--- config.mk ---
export PLATFORM = sky130hd
export DESIGN_NAME = dr_sync_tx
export DESIGN_NICKNAME = d
export VERILOG_FILES = /design/src/rtl/dr_sync_tx.sv
export SDC_FILE = /design/constraint.sdc
export NUM_CORES = 1
export LEC_CHECK = 0
export CAP_MARGIN = 20
export CORE_MARGIN = 2
export CORE_UTILIZATION = 44
export CTS_CLUSTER_DIAMETER = 40
export DETAILED_ROUTE_END_ITERATION = 6
export HOLD_SLACK_MARGIN = 0.06
export PLACE_DENSITY = 0.76
export SYNTH_ARGS = -nofsm -noshare
export SYNTH_HDL_FRONTEND = slang
export SYNTH_SLANG_ARGS = --single-unit
export TNS_END_PERCENT = 100
--- constraint.sdc ---
create_clock -name clk -period 1.6 [get_ports clk]
set_clock_uncertainty 0.2 [all_clocks]
set_input_delay 0.4 -clock clk [delete_from_list [all_inputs] [get_ports clk]]
set_output_delay 0.4 -clock clk [all_outputs]
set_load 0.02 [all_outputs]
--- src/rtl/dr_sync_tx.sv ---
// dr_sync_tx: clocked producer that injects dual-rail four-phase RZ tokens into an async pipeline.
// Optional sticky stall flag when DR_TX_TIMEOUT_EN is defined.
module dr_sync_tx #(
   parameter int WIDTH       = 8,
   parameter int SYNC_STAGES = 2,
   parameter int TIMEOUT     = 255
) (
   input  logic               clk,
   input  logic               rst,
   input  logic [WIDTH-1:0]   in_data,
   input  logic               in_valid,
   output logic               in_ready,
   output logic [2*WIDTH-1:0] data_out,
   input  logic               ack_next,
   output logic               busy,
   output logic               err
);
   typedef enum logic [1:0] {S_IDLE, S_DATA, S_NULL} state_t;
   state_t state_q, state_d;
   logic [SYNC_STAGES-1:0] sync_q;
   logic [2*WIDTH-1:0] data_out_q, data_out_d, code;
   logic in_ready_q, in_ready_d, busy_q, ack_s, accept;
   assign ack_s    = sync_q[SYNC_STAGES-1];
   assign accept   = in_valid && in_ready_q;
   assign in_ready = in_ready_q;
   assign data_out = data_out_q;
   assign busy     = busy_q;
   always_comb begin
      code = '0;
      for (int i = 0; i < WIDTH; i++) code[2*i +: 2] = {in_data[i], ~in_data[i]};
   end
   // in_ready_q can only be high in IDLE, so accept alone marks the launch edge
   always_comb begin
      state_d    = state_q == S_IDLE ? (accept ? S_DATA : S_IDLE)
                 : state_q == S_DATA ? (ack_s ? S_NULL : S_DATA)
                 : (ack_s ? S_NULL : S_IDLE);
      data_out_d = accept ? code : state_d == S_DATA ? data_out_q : '0;
      in_ready_d = state_d == S_IDLE && !ack_s;
   end
   always_ff @(posedge clk or posedge rst) begin
      if (rst) begin
         state_q    <= S_IDLE;
         sync_q     <= '1;
         data_out_q <= '0;
         in_ready_q <= 1'b0;
         busy_q     <= 1'b0;
      end else begin
         state_q    <= state_d;
         sync_q     <= {sync_q[SYNC_STAGES-2:0], ack_next};
         data_out_q <= data_out_d;
         in_ready_q <= in_ready_d;
         busy_q     <= state_d != S_IDLE;
      end
   end
`ifdef DR_TX_TIMEOUT_EN
   localparam int CW = $clog2(TIMEOUT + 1);
   logic [CW-1:0] cnt_q, cnt_d;
   logic err_q;
   always_comb begin
      cnt_d = state_d != state_q ? '0
            : (state_q != S_IDLE && cnt_q != CW'(TIMEOUT)) ? cnt_q + 1'b1 : cnt_q;
   end
   always_ff @(posedge clk or posedge rst) begin
      if (rst) begin
         cnt_q <= '0;
         err_q <= 1'b0;
      end else begin
         cnt_q <= cnt_d;
         err_q <= err_q | (cnt_d == CW'(TIMEOUT));
      end
   end
   assign err = err_q;
`else
   assign err = 1'b0;
`endif
endmodule

### After elaboration in Yosys (flattened, before gate mapping)

Cells that the tools add are included.
Widths: inputs -> output; s select.

| cells by class | value |
|---|---|
| add/sub/neg operators | 0 |
| multipliers | 0 |
| div/mod/pow operators | 0 |
| magnitude comparators | 0 |
| equal/unequal tests | 3 |
| shift-type cells | 0 |
| muxes and demuxes | 7 |
| bitwise gates (word level) | 8 |
| reduce and logical (&&, ||, !) cells | 6 |

Operators by type and width:

| operator | number |
|---|---|
| $mux 16 | 2 |
| $mux 2 | 4 |
| $not 1->1 | 8 |
| $eq 2x1->1 const B | 2 |
| $logic_not 2->1 | 2 |
| $logic_and 1x1->1 | 2 |
| $ne 2x2->1 const B | 1 |
| $reduce_bool 2->1 | 1 |
| $logic_not 1->1 | 1 |
| $mux 1 | 1 |

| storage, ports and cells | value |
|---|---|
| register bits after elaboration | 22 |
| latch bits | 0 |
| bits in writable memories | 0 |
| bits in read-only memories | 0 |
| bits of input ports | 12 |
| output and inout bits | 19 |
| logic and storage cells | 29 |
| memories | 0 |

### Depth between registers and ports, before layout

Gate-level depths: netlist (run 1).

| logic depth | value |
|---|---|
| depth in word-level cells | 6 |
| gate-level depth with buffers | 4 |
| depth with buffers taken out | 2 |

### Worst setup path before layout (run 1)

Ideal clock, no wire load.

| timing | value |
|---|---|
| path kind | register to register |
| start | register in_ready_q (netlist: in_ready) |
| end | register data_out_q[3] (netlist: data_out[3]) |
| setup time | 120 ps |
| data arrival time | 1059 ps |
| required time | 1280 ps |
| setup slack | 222 ps |
| stages on the path, launching flop included | 4 |
| period minus slack after synthesis | 1378 ps |
| path through | dfrtp_1 > nand2_2 > buf_2 > a31o_1 |

| on the way | value |
|---|---|
| longest elaborated chain between the ends | 5 |
| elaborated cells on any way between the ends | 6 |
| those cells by class | eq/ne: 2; mux: 3; reduce/logical: 1 |

RTL lines:

| what | line | source |
|---|---|---|
| start: declaration | 22 | `logic in_ready_q, in_ready_d, busy_q, ack_s, accept;` |
| start signal: assignment | 51 | `in_ready_q <= in_ready_d;` |
| $logic_and 1x1->1 * | 24 | `assign accept = in_valid && in_ready_q;` |
| $mux 1 | 34 | `state_d = state_q == S_IDLE ? (accept ? S_DATA : S_IDLE)` |
| $mux 2 | 34 |  |
| $eq 2x1->1 | 37 | `data_out_d = accept ? code : state_d == S_DATA ? data_out_q : '0;` |
| $ne 2x2->1 (no line) | -- |  |
| end signal: assignment | 50 | `data_out_q <= data_out_d;` |
| end: declaration | 21 | `logic [2*WIDTH-1:0] data_out_q, data_out_d, code;` |

Mark *: on every way between the ends. The rest lies on a longest branch, timed or not.
A chain may end at the register's enable or synchronous reset.

### Final worst setup path (run 1)

| timing | value |
|---|---|
| start | register data_out_q[2] (netlist: data_out[2]) |
| end | output port data_out[2] |

RTL lines:

| what | line | source |
|---|---|---|
| end: declaration | 13 | `output logic [2*WIDTH-1:0] data_out,` |

No word-level cell between the ends.

==> results.md, run 1 <==
* Status: complete, no violations
* Area after DPL at 1260 um2
* Final hold violations at 0
* Seq cells post-synth at 22
* Antenna violations before repair at 0
* Ant diodes at 0
* Rows at 16
* Commonest non-fill, non-tap cell in the layout: dfrtp_1
* Setup crit start: data_out[2]$_DFFE_PP0P_
* Root Driver: clkbuf_4
* Critical path buffers and inverters at 1
* Area leader, netlist: dfrtp_1
* NumNets Final at 121
* Ranking of synthesized cells by area: dfrtp_1, o2bb2ai_1, a21boi_0
* Total gr overflow at 0
* Avg WL per Cell at 14.7 um
* Post-place setup slack at -178 ps
* Post-Synthesis Cells at 72
* Synth Area per Inst at 12.9 um2
* Number of buffers added on ports at 29
* Global-route wire length before repair at 3280 um
* Pwr/cell area at 1010 nW/um2
* Hold crit path type: reg2reg
* Drt via density at 5.30
* Worst-path clk slew at 120 ps
* Number of max-cap violations at 0
* CP arrival at 950 ps
* Leak at 0.630 nW
* CTS tree: yes
* Fmax at 645 MHz
* Fillcell total at 166
* Worst Setup End Kind: output pin
* DRC viols at 0
* Post-synthesis cell type count at 21
* Share of cells above drive strength 1 at 39.8%
* Router iterations before antenna repair at 4
* Fin Hold WS at 165 ps
* Cell Area, Synth at 928 um2
* Sequential element share of the synthesized area at 59.6%
* Tcrit/Tclk final at 96.9%
* Final setup margin at 49.4 ps
* CP peak stage delay at 400 ps
* Final WL at 1980 um
* Top cell type's share of synthesized area at 53.9%
* Slowest stage cell, crit path: dfrtp_1
* Die Area at 2490 um2
* Worst EP required at 1000 ps
* Hold wc startpoint: sync_q[0]$_DFF_PP1_
* Clock latency reported for the late side of the worst-skew pair at 300 ps
* Most frequent cells in the layout: dfrtp_1, buf_2, clkdlybuf4s50_1
* Worst Setup Start Kind: flip-flop
* Area Overhead vs Synth at 36.5%
* Final Setup Violations at 0
* Setup CP Type: reg2out
* Die Span X at 49.9 um
* Starting DRC count in detailed routing at 14
* Ports at 31
* H-tree levels at 1
* Clock Path Buffers at 2
* Num CTS Buffers at 3
* GP Congestion at 0.769
* GRT Util Overall at 17.7%
* Starting Density at 46.8%
* Cell area after layout at 1270 um2
* VDD IR-drop max at 0.000563 V
* YS warnings at 0
* Antenna-violating nets left at 0
* Hold Buf Count CTS at 0
* CTS Sinks at 22
* Reg-to-Reg Start: sync_q[1]$_DFF_PP1_
* Top delay family on crit path: flip-flops
* Die Y at 49.9 um
* Vias in the first global route at 723
* Core area at 1980 um2
* Post-Syn Nets at 84
* Via count at 715
* Minimum clock period at 1550 ps
* Fin. max-slew vios at 0
* CP max FO at 2
* Largest net degree at the start of global routing at 23
* Crit path cell chain: clkdlybuf4s15_2
* RSZ-0062 raised after global routing: no
-- cells in the mapped netlist --
| cell | number |
|---|---|
| dfrtp_1 | 20 |
| a21boi_0 | 8 |
| and3_1 | 8 |
| o2bb2ai_1 | 8 |
| a31o_2 | 6 |
| a21oi_1 | 2 |
| a31o_1 | 2 |
| buf_2 | 2 |
| clkbuf_1 | 2 |
| dfstp_2 | 2 |
| inv_1 | 2 |
| a21o_2 | 1 |
| buf_4 | 1 |
| buf_6 | 1 |
| conb_1 | 1 |
| mux2_2 | 1 |
| nand2_2 | 1 |
| nand3b_1 | 1 |
| nor3b_4 | 1 |
| o21a_1 | 1 |
| or2b_1 | 1 |
-- layout make-up --
type                    count  area [um2]  area share, %
clock buffers               4        36.3           2.86
inverters                   2        7.51          0.592
multi-input cells          42         332           26.2
flip-flops and latches     22         553           43.6
well taps                  27        33.8           2.67
repair buffers             38         305           24.1
-- per-stage QoR --
step                std cells  util, %  TNS, ps  total power [mW]
detailed placement        126     63.5    -2340              1.01
global route              135     64.0        0              1.36
global placement          126     63.5    -2070             0.996
CTS                       130     66.2        0              1.30
finish                    135     64.0        0              1.28
floorplan                  72        -        0             0.849
-- path summary, 6_finish.rpt --
| kind | cells after the start | slack, ps | to |
|---|---|---|---|
| worst max-delay path | 1 | 50 | data_out[2] |
| worst min-delay path | 0 | 170 | sync_q[1]$_DFF_PP1_ |
| worst max register to register | 3 | 240 | data_out[9]$_DFFE_PP0P_ |
| worst min register to register | 0 | 170 | sync_q[1]$_DFF_PP1_ |
| max in group asynchronous | 3 | 770 | sync_q[0]$_DFF_PP1_ |
| min in group asynchronous | 3 | 220 | state_q[1]$_DFF_PP0_ |
-- state kept, by name, summed over array words and instances (netlist names) --
| signal | cells |
|---|---|
| in_ready | 1 |
| sync_q | 2 |
| data_out | 16 |
| state_q | 2 |
| busy | 1 |
-- per-layer routing --
metal / routed length (um) / GRT usage [%] / up-vias
met4: 35 / 6.94 / 0
met3: 115 / 3.64 / 6
met5: 0 / 0 / -
met1: 898 / 23.5 / 344
li1: - / - / 338
met2: 934 / 28.4 / 27
-- logic make-up (layout without fill, tap and decap cells) --
group	count (synthesis)	count (layout)	synth area share, %
muxes	1	1	1.21
and+or+nand+nor	12	12	9.70
DFF	22	22	59.6
other	1	1	0.404
AOI/OAI and AO/OA	28	28	24.4
buffers and inverters	8	44	4.72
-- power breakdown --
| group | switching [mW] | internal (mW) |
|---|---|---|
| Combinational | 0.177 | 0.153 |
| Clock | 0.167 | 0.139 |
| Sequential | 0.0346 | 0.612 |
| Total | 0.378 | 0.904 |
-- timing repair --
action | CTS | global route
resized for setup | 50 | 16
setup buffers | 0 | 5
setup endpoints to repair | 18 | 27
pin swaps | 0 | 1
Power figures use the tool's default switching activity.
==> run 2: changes to the inputs <==
--- a/config.mk
+++ b/config.mk
@@ -13,3 +13,3 @@
 export HOLD_SLACK_MARGIN = 0.06
-export PLACE_DENSITY = 0.76
+export PLACE_DENSITY = 0.78
 export SYNTH_ARGS = -nofsm -noshare
==> constraint.sdc (replaced) <==
create_clock -name clk -period 1.6 [get_ports clk]
set_clock_uncertainty 0.2 [all_clocks]
set_input_delay 0.32 -clock clk [delete_from_list [all_inputs] [get_ports clk]]
set_output_delay 0.32 -clock clk [all_outputs]
set_load 0.02 [all_outputs]
==> run 2 against run 1 <==
Effect of this change:
- sequential cell count stayed put
- non-clock buffer count is 2 lower
- first-iteration DRC count is 50% lower
- critical path depth stayed put
- fmax up 0.16%
- hold slack got worse by 45 ps
- clock-buffer cell count unchanged
- sequential share of layout area fell by 0.30 points
- via count fell by 2.2%
- largest cell class unchanged
==> results.md, run 2 (same netlist as run 1, synthesis figures left out) <==
* Status: complete, no violations
* Power Internal at 0.856 mW (-5.3%)
* Sequential power share at 53.0% (+2.5 points)
* Number of max-cap violations at 0 (unchanged)
* Antenna-violating nets left at 0 (unchanged)
* Router iterations before antenna repair at 4 (unchanged)
* Ant diodes at 0 (unchanged)
* Sw Share at 30.1% (+0.61 points)
* Post-place setup slack at -114 ps (+63.9 ps)
* Hold crit path type: in2async
* Max FFs per register at 16 (unchanged)
* VDD IR-drop max at 0.000533 V (-5.3%)
* CP peak stage delay at 400 ps (about the same)
* Share of cells above drive strength 1 at 20.8% (-19 points)
* Final Setup Violations at 0 (unchanged)
* Hold Buf Count CTS at 0 (unchanged)
* GRT Util Overall at 18.2% (+0.49 points)
* Fmax at 646 MHz (+0.16%)
* Crit path cell chain: dlygate4sd2_1
* Total gr overflow at 0 (unchanged)
* Area Overhead vs Synth at 37.5%
* Antenna violations before repair at 0 (unchanged)
* Die Span X at 49.9 um (unchanged)
* Fin. max-slew vios at 0 (unchanged)
* Logic pwr share at 25.8% (about the same)
* Commonest non-fill, non-tap cell in the layout: dfrtp_1
* Tcrit/Tclk final at 96.8% (-0.15 points)
* Die Area at 2490 um2 (unchanged)
* GP Congestion at 0.781 (+1.6%)
* Global-route wire length before repair at 3380 um (+3.2%)
* Top delay family on crit path: flip-flops
* Avg WL per Cell at 14.3 um (-2.5%)
* Vias in the first global route at 732 (+1.2%)
* Starting Density at 46.8% (unchanged)
* Sum Neg Setup Slack at 0 ps (unchanged)
* Core area at 1980 um2 (unchanged)
* NumNets Final at 119 (-1.7%)
* Number of buffers added on ports at 29 (unchanged)
* Num CTS Buffers at 3 (unchanged)
* Via count at 699 (-2.2%)
* Sw Pwr at 0.369 mW (-2.5%)
* CTS Sinks at 22 (unchanged)
* Root Driver: clkbuf_4
* Worst EP required at 1080 ps (+80 ps)
* Clock power share at 21.2% (-2.7 points)
* Post-DP HPWL at 1330 um
* Drt via density at 5.26 (-0.77%)
* Clock latency reported for the late side of the worst-skew pair at 310 ps (about the same)
* Ports at 31 (unchanged)
* Final setup margin at 51.9 ps (+2.47 ps)
* DRC viols at 0 (unchanged)
* Setup CP Type: reg2out
* Most frequent cells in the layout: dfrtp_1, dlygate4sd2_1, clkdlybuf4s50_1
* Final hold violations at 0 (unchanged)
* Slowest stage cell, crit path: dfrtp_1
* CTS tree: yes
* Rows at 16 (unchanged)
* Fillcell total at 158 (-4.8%)
* Leak at 0.642 nW (+1.9%)
* Final WL at 1900 um (-4.0%)
* CP max FO at 2 (unchanged)
* Worst Setup End Kind: output pin
* Clock Path Buffers at 2 (unchanged)
* Minimum clock period at 1550 ps (-2.47 ps)
* Worst Setup Start Kind: flip-flop
* Largest net degree at the start of global routing at 20 (-13%)
* CP arrival at 1030 ps (+80 ps)
* Die Y at 49.9 um (unchanged)
* H-tree levels at 1 (unchanged)
* Critical path buffers and inverters at 1 (unchanged)
* Starting DRC count in detailed routing at 7 (-7)
* Pwr/cell area at 959 nW/um2 (-5.2%)
* RSZ-0062 raised after global routing: no
* Worst-path clk slew at 120 ps (about the same)
run 2: cell types whose count changed in the layout (fill, tap and decap cells not counted):
cell | before | now
clkdlybuf4s15_1 | 0 | 3
clkbuf_2 | 4 | 0
clkbuf_8 | 1 | 0
buf_2 | 12 | 0
clkbuf_1 | 0 | 1
clkdlybuf4s15_2 | 2 | 0
buf_12 | 2 | 0
dlygate4sd2_1 | 0 | 15
run 2: through the flow:
step | utilization, % | hold WS [ps] | std cells | instance area, um2 | power [mW]
floorplan | - | 108 | 72 | 928 | 0.849
global placement | 64.0 | 148 | 129 | 1270 | 1.00
detailed placement | 64.0 | 151 | 129 | 1270 | 1.01
CTS | 64.2 | 118 | 133 | 1270 | 1.24
global route | 64.4 | 164 | 133 | 1280 | 1.30
finish | 64.4 | 121 | 133 | 1280 | 1.22
run 2: power by group through the flow:
stage | combinational (mW) | clock (mW) | sequential, mW
after floorplan | 0.134 | 0 | 0.715
after global placement | 0.342 | 0 | 0.659
after detailed placement | 0.347 | 0 | 0.661
after CTS | 0.318 | 0.271 | 0.649
after global routing | 0.343 | 0.296 | 0.658
final | 0.316 | 0.260 | 0.649
run 2: final timing paths:
kind | start | endpoint | slack [ps] | cells after the start
worst max-delay path | data_out[13]$_DFFE_PP0P_ | data_out[13] | 50 | 1
worst max register to register | sync_q[1]$_DFF_PP1_ | data_out[9]$_DFFE_PP0P_ | 200 | 3
worst min register to register | sync_q[0]$_DFF_PP1_ | sync_q[1]$_DFF_PP1_ | 170 | 0
max in group asynchronous | rst | sync_q[1]$_DFF_PP1_ | 850 | 3
min in group clk | sync_q[0]$_DFF_PP1_ | sync_q[1]$_DFF_PP1_ | 170 | 0
worst min-delay path | rst | busy$_DFF_PP0_ | 120 | 3
run 2: timing repair:
item	in CTS	in global routing
setup buffers	0	0
gates cloned	0	0
pin swaps	0	0
resized for setup	18	3
endpoints found under the setup margin	18	3
run 2: layout make-up:
cell class	count	area, um2	share of cell area, %
clock buffer	4	26.3	2.06
inverter	2	7.51	0.588
multi-input combinational	42	332	26.0
sequential	22	553	43.3
tap	27	33.8	2.65
timing repair buffer	36	324	25.4
run 2: per-layer routing:
layer | part of all wire [%] | up-vias | track usage, %
met5 | 0 | - | 0
li1 | - | 330 | -
met2 | 48 | 29 | 29.1
met4 | 1.8 | 0 | 8.33
met3 | 7.3 | 4 | 4.85
met1 | 43 | 336 | 23.0
==> variant 1, RTL diff (flow settings as in run 1) <==
Take the reset off `data_out_q` and load it in a clocked block of its own.
--- a/src/rtl/dr_sync_tx.sv
+++ b/src/rtl/dr_sync_tx.sv
@@ -41,16 +41,18 @@
       if (rst) begin
          state_q    <= S_IDLE;
          sync_q     <= '1;
-         data_out_q <= '0;
          in_ready_q <= 1'b0;
          busy_q     <= 1'b0;
       end else begin
          state_q    <= state_d;
          sync_q     <= {sync_q[SYNC_STAGES-2:0], ack_next};
-         data_out_q <= data_out_d;
          in_ready_q <= in_ready_d;
          busy_q     <= state_d != S_IDLE;
       end
+   end
+
+   always_ff @(posedge clk) begin
+      data_out_q <= data_out_d;
    end
 `ifdef DR_TX_TIMEOUT_EN
    localparam int CW = $clog2(TIMEOUT + 1);
Function: differs if rst is asserted again (counterexample within 10 cycles, from zero or initial values and one cycle with rst high); with rst held inactive, the same outputs for 10 cycles.
==> variant 1 against run 1 <==
- register-to-register slack got worse by 0.17 ns
- utilization increased by 1.8 points
- sequential cell count unchanged
- via count decreased by 23%
- cell area decreased by 11%
- setup slack improved by 0.0013 ns
- critical endpoint is now data_out[10]
- critical path depth unchanged
- wire length decreased by 20%
- power increased by 25%
- synthesized cell count decreased by 28%
- highest routed layer unchanged
- largest cell class unchanged
- area after synthesis decreased by 15%
==> variant 1: results (changes against run 1) <==
outcome: complete, no violations
root buffer cell: clkbuf_4
worst-case vdd ir drop: 0.7301 mV (+30%)
share of cells above drive strength 1: 0.3444 (-0.05370)
number of flops mapped to enable cells by yosys: 16 (+16)
vias in the first global route: 505 (-30%)
dominant synthesized flop cell: edfxtp_1
# nets final: 103 (-15%)
initial antenna violation count: 0 (unchanged)
Vias/cell: 4.800 (-9.4%)
DPL Wire Length: 1182 um
gp weighted congestion: 0.6854 (-11%)
port bufs: 29 (unchanged)
largest cells by area after synthesis: edfxtp_1, dfrtp_1, dfstp_2
Max stage delay on crit path: 0.39 ns
Crit path max-delay family: flip-flops
first-pass GRT wire length: 2394 um (-27%)
Hold WC Path Type: input port to async pin
Clock transition at path regs: 0.11 ns
Cell variety after synth: 16 (-24%)
Max FO, Critical Path: 1 (-1)
syn_nets: 64 (-24%)
largest net degree at the start of global routing: 13 (-43%)
Fill cells: 134 (-19%)
max reg flops: 16 (unchanged)
Place WS: -0.1170 ns (+0.06083 ns)
clock buffer depth: 2 (unchanged)
Iteration-0 DRC Markers: 19 (+5)
sequential area share after synthesis: 0.7994 (+0.2037)
flop2flop setup slack: 0.07 ns (-0.17 ns)
CP max-delay cell: edfxtp_1
R2R depth: 3 (unchanged)
# H-tree levels: 1 (unchanged)
P_leak: 0.5447 nW (-14%)
Detailed Route WL: 1577 um (-20%)
period utilization: 0.9683 (about the same)
Async SR Flop Fraction: 0.2727 (-0.7273)
global-route usage over all layers: 0.1719 (-0.005560)
Num CTS Buffers: 3 (unchanged)
Post-synth top cells: edfxtp_1, nor2_1, and3_1
First-pass DRT Iterations: 4 (unchanged)
Setup Fix Bufs, Post-CTS: 0 (unchanged)
Worst-Skew Late Latency: 0.30 ns (about the same)
Syn. warnings: 0 (unchanged)
antenna cells: 0 (unchanged)
## variant 1: power by group
part | leakage (nW) | total (mW) | switching, mW | internal [mW]
combinational | 0.270 | 0.524 | 0.312 | 0.213
sequential | 0.260 | 0.823 | 0.0482 | 0.774
clock | 0.0150 | 0.250 | 0.153 | 0.0971
total | 0.545 | 1.60 | 0.513 | 1.08
## variant 1: final timing paths
| kind | startpoint | endpoint |
|---|---|---|
| hold / removal | rst | state_q[1] |
| setup reg to reg | state_q[1] | data_out[6] |
| min in group clk | sync_q[0] | sync_q[1] |
| max in group asynchronous | rst | sync_q[1] |
| hold reg to reg | sync_q[0] | sync_q[1] |
| setup / recovery | data_out[10] | data_out[10] |
## variant 1: cells by family (layout without fill, tap and decap cells)
family / count (synthesis) / in the layout / share of synthesized area
AOI/OAI and AO/OA: 3 / 3 / 0.02528
DFF: 22 / 22 / 0.7994
other: 1 / 1 / 0.004735
buffers and inverters: 3 / 41 / 0.02053
and+or+nand+nor: 23 / 23 / 0.1501
## variant 1: worst register-to-register path, cell delays in order, from the launching register on
cell      delay, ns
dfrtp_1        0.39
or3b_1         0.40
nand2b_4       0.17
buf_4          0.15
## variant 1: stage by stage
stage | total power, mW | area, um^2 | TNS [ns] | std cells | hold slack (ns)
floorplan | 1.107 | 794.5 | 0 | 52 | -0.01049
global placement | 1.449 | 1169 | -1.983 | 111 | 0.1502
detailed placement | 1.467 | 1169 | -2.345 | 111 | 0.1549
CTS | 1.655 | 1192 | 0 | 115 | 0.09834
global route | 1.684 | 1122 | 0 | 115 | 0.1256
finish | 1.597 | 1122 | 0 | 115 | 0.1040
## variant 1: timing repair
item,CTS,global route
hold buffers,0,0
cloned,0,0
endpoints found under the hold margin,0,0
gates resized for setup,40,18
setup endpoints to repair,18,31
## variant 1: area by class of cell
cell class                 instances  area share
clock buffer                       4     0.02341
inverter                           1    0.003344
multi-input combinational         27      0.1338
sequential                        22      0.5641
tap                               25     0.02787
timing repair buffer              36      0.2475
## variant 1: layer usage
layer / share of wire / GRT usage
met1: 0.41 / 0.2130
met2: 0.50 / 0.2583
met3: 0.075 / 0.05490
met4: 0.0076 / 0.1086
met5: 0 / 0
==> variant 2, RTL diff (config.mk and constraints of run 1) <==
Made on the original files. Change the parameter `WIDTH` from 8 to 6.
--- a/src/rtl/dr_sync_tx.sv
+++ b/src/rtl/dr_sync_tx.sv
@@ -1,7 +1,7 @@
 // dr_sync_tx: clocked producer that injects dual-rail four-phase RZ tokens into an async pipeline.
 // Optional sticky stall flag when DR_TX_TIMEOUT_EN is defined.
 module dr_sync_tx #(
-   parameter int WIDTH       = 8,
+   parameter int WIDTH       = 6,
    parameter int SYNC_STAGES = 2,
    parameter int TIMEOUT     = 255
 ) (
Ports: changed (resized data_out and in_data); port bits go from 31 to 25. No check against the original RTL was run, so the function may have changed too.
==> variant 2 against run 1 <==
- count of clock-buffer cells in the layout is the same
- power shrank 17%
- utilization shrank 3.7 points
- combinational power shrank 22%
- highest routed layer unchanged
- wire length shrank 29%
- setup slack lost 0.022 ns
- clock power shrank 10%
- cell area shrank 21%
- die area shrank 17%
- area after synthesis shrank 18%
- sequential cell count shrank 4
==> variant 2: results (changes against run 1) <==
post-route setup slack: 0.02772 ns (-0.02167 ns)
gp weighted congestion: 0.6927 (-9.9%)
Post-synth top cells: dfrtp_1, a21boi_0, and3_1, o2bb2ai_1, a31o_1
Post-Place Cells: 99 (-21%)
largest net degree at the start of global routing: 19 (-17%)
syn_nets: 69 (-18%)
Reg-to-Reg Start: state_q[1]
CP max-delay cell: dfrtp_1
Fill cells: 140 (-16%)
Place WS: -0.1648 ns (+0.01305 ns)
R2R depth: 2 (-1)
largest cells by area after synthesis: dfrtp_1, dfstp_2, o2bb2ai_1
critical path data arrival time: 0.97 ns (+0.02 ns)
P_leak: 0.4863 nW (-23%)
share of cells above drive strength 1: 0.2907 (-0.1075)
via count: 545 (-24%)
flop2flop setup slack: 0.20 ns (-0.04 ns)
Detailed Route WL: 1404 um (-29%)
# nets final: 97 (-20%)
port bufs: 23 (-21%)
Syn Area/Cell: 12.89 um^2 (about the same)
First-pass DRT Iterations: 4 (unchanged)
Cell variety after synth: 20 (-4.8%)
outcome: complete, no violations
Iteration-0 DRC Markers: 3 (-11)
first-pass GRT wire length: 2201 um (-33%)
worst-case vdd ir drop: 0.5411 mV (-3.9%)
Num CTS Buffers: 3 (unchanged)
max reg flops: 12 (-4)
Clock transition at path regs: 0.10 ns (-0.02 ns)
variant 2: cell count changes in the layout (fill, tap and decap cells not counted), sizes merged:
cell           delta
a31o              -2
and3              -2
clkdlybuf4s50     -2
clkdlybuf4s15     +3
clkbuf            +5
a21boi            -2
buf              -16
o2bb2ai           -2
dfrtp             -4
variant 2: routing by layer:
layer / vias up / track usage / wire [um]
li1: 267 / - / -
met1: 262 / 0.2374 / 696
met2: 12 / 0.1972 / 612
met3: 4 / 0.02778 / 63
met4: 0 / 0.08824 / 31
met5: - / 0 / 0
variant 2: metrics by stage:
| step | instance area (um^2) | hold slack [ns] |
|---|---|---|
| floorplan | 760.7 | 0.1371 |
| CTS | 1049 | 0.1628 |
| global placement | 1016 | 0.1467 |
| detailed placement | 1016 | 0.1482 |
| global route | 1007 | 0.1672 |
| finish | 1007 | 0.1614 |
variant 2: worst max-delay path by stage:
stage	from	to	cells past startpoint
floorplan	in_ready	data_out[11]	3
global placement	in_valid	data_out[7]	4
detailed placement	in_valid	data_out[7]	4
CTS	in_ready	in_ready	1
global route	data_out[1]	data_out[1]	1
finish	data_out[10]	data_out[10]	1
variant 2: cell families (layout without fill, tap and decap cells):
logic type	Yosys count	after routing	share of synthesized area
other cells	1	1	0.004929
mux	1	1	0.01480
buf+inv	7	34	0.05428
flops	18	18	0.5954
simple gates	10	10	0.09869
compound gates	22	22	0.2319
variant 2: cell type report:
class | instances | area [um^2] | area share
sequential | 18 | 452.9 | 0.4497
timing repair buffer | 28 | 222.7 | 0.2211
inverter | 2 | 7.507 | 0.007453
multi-input combinational | 34 | 266.5 | 0.2646
clock buffer | 4 | 36.28 | 0.03602
tap | 17 | 21.27 | 0.02112
variant 2: power breakdown:
part	switching, mW	leakage (nW)	internal, mW
Sequential	0.0319	0.235	0.504
Clock	0.136	0.0210	0.139
Combinational	0.136	0.230	0.119
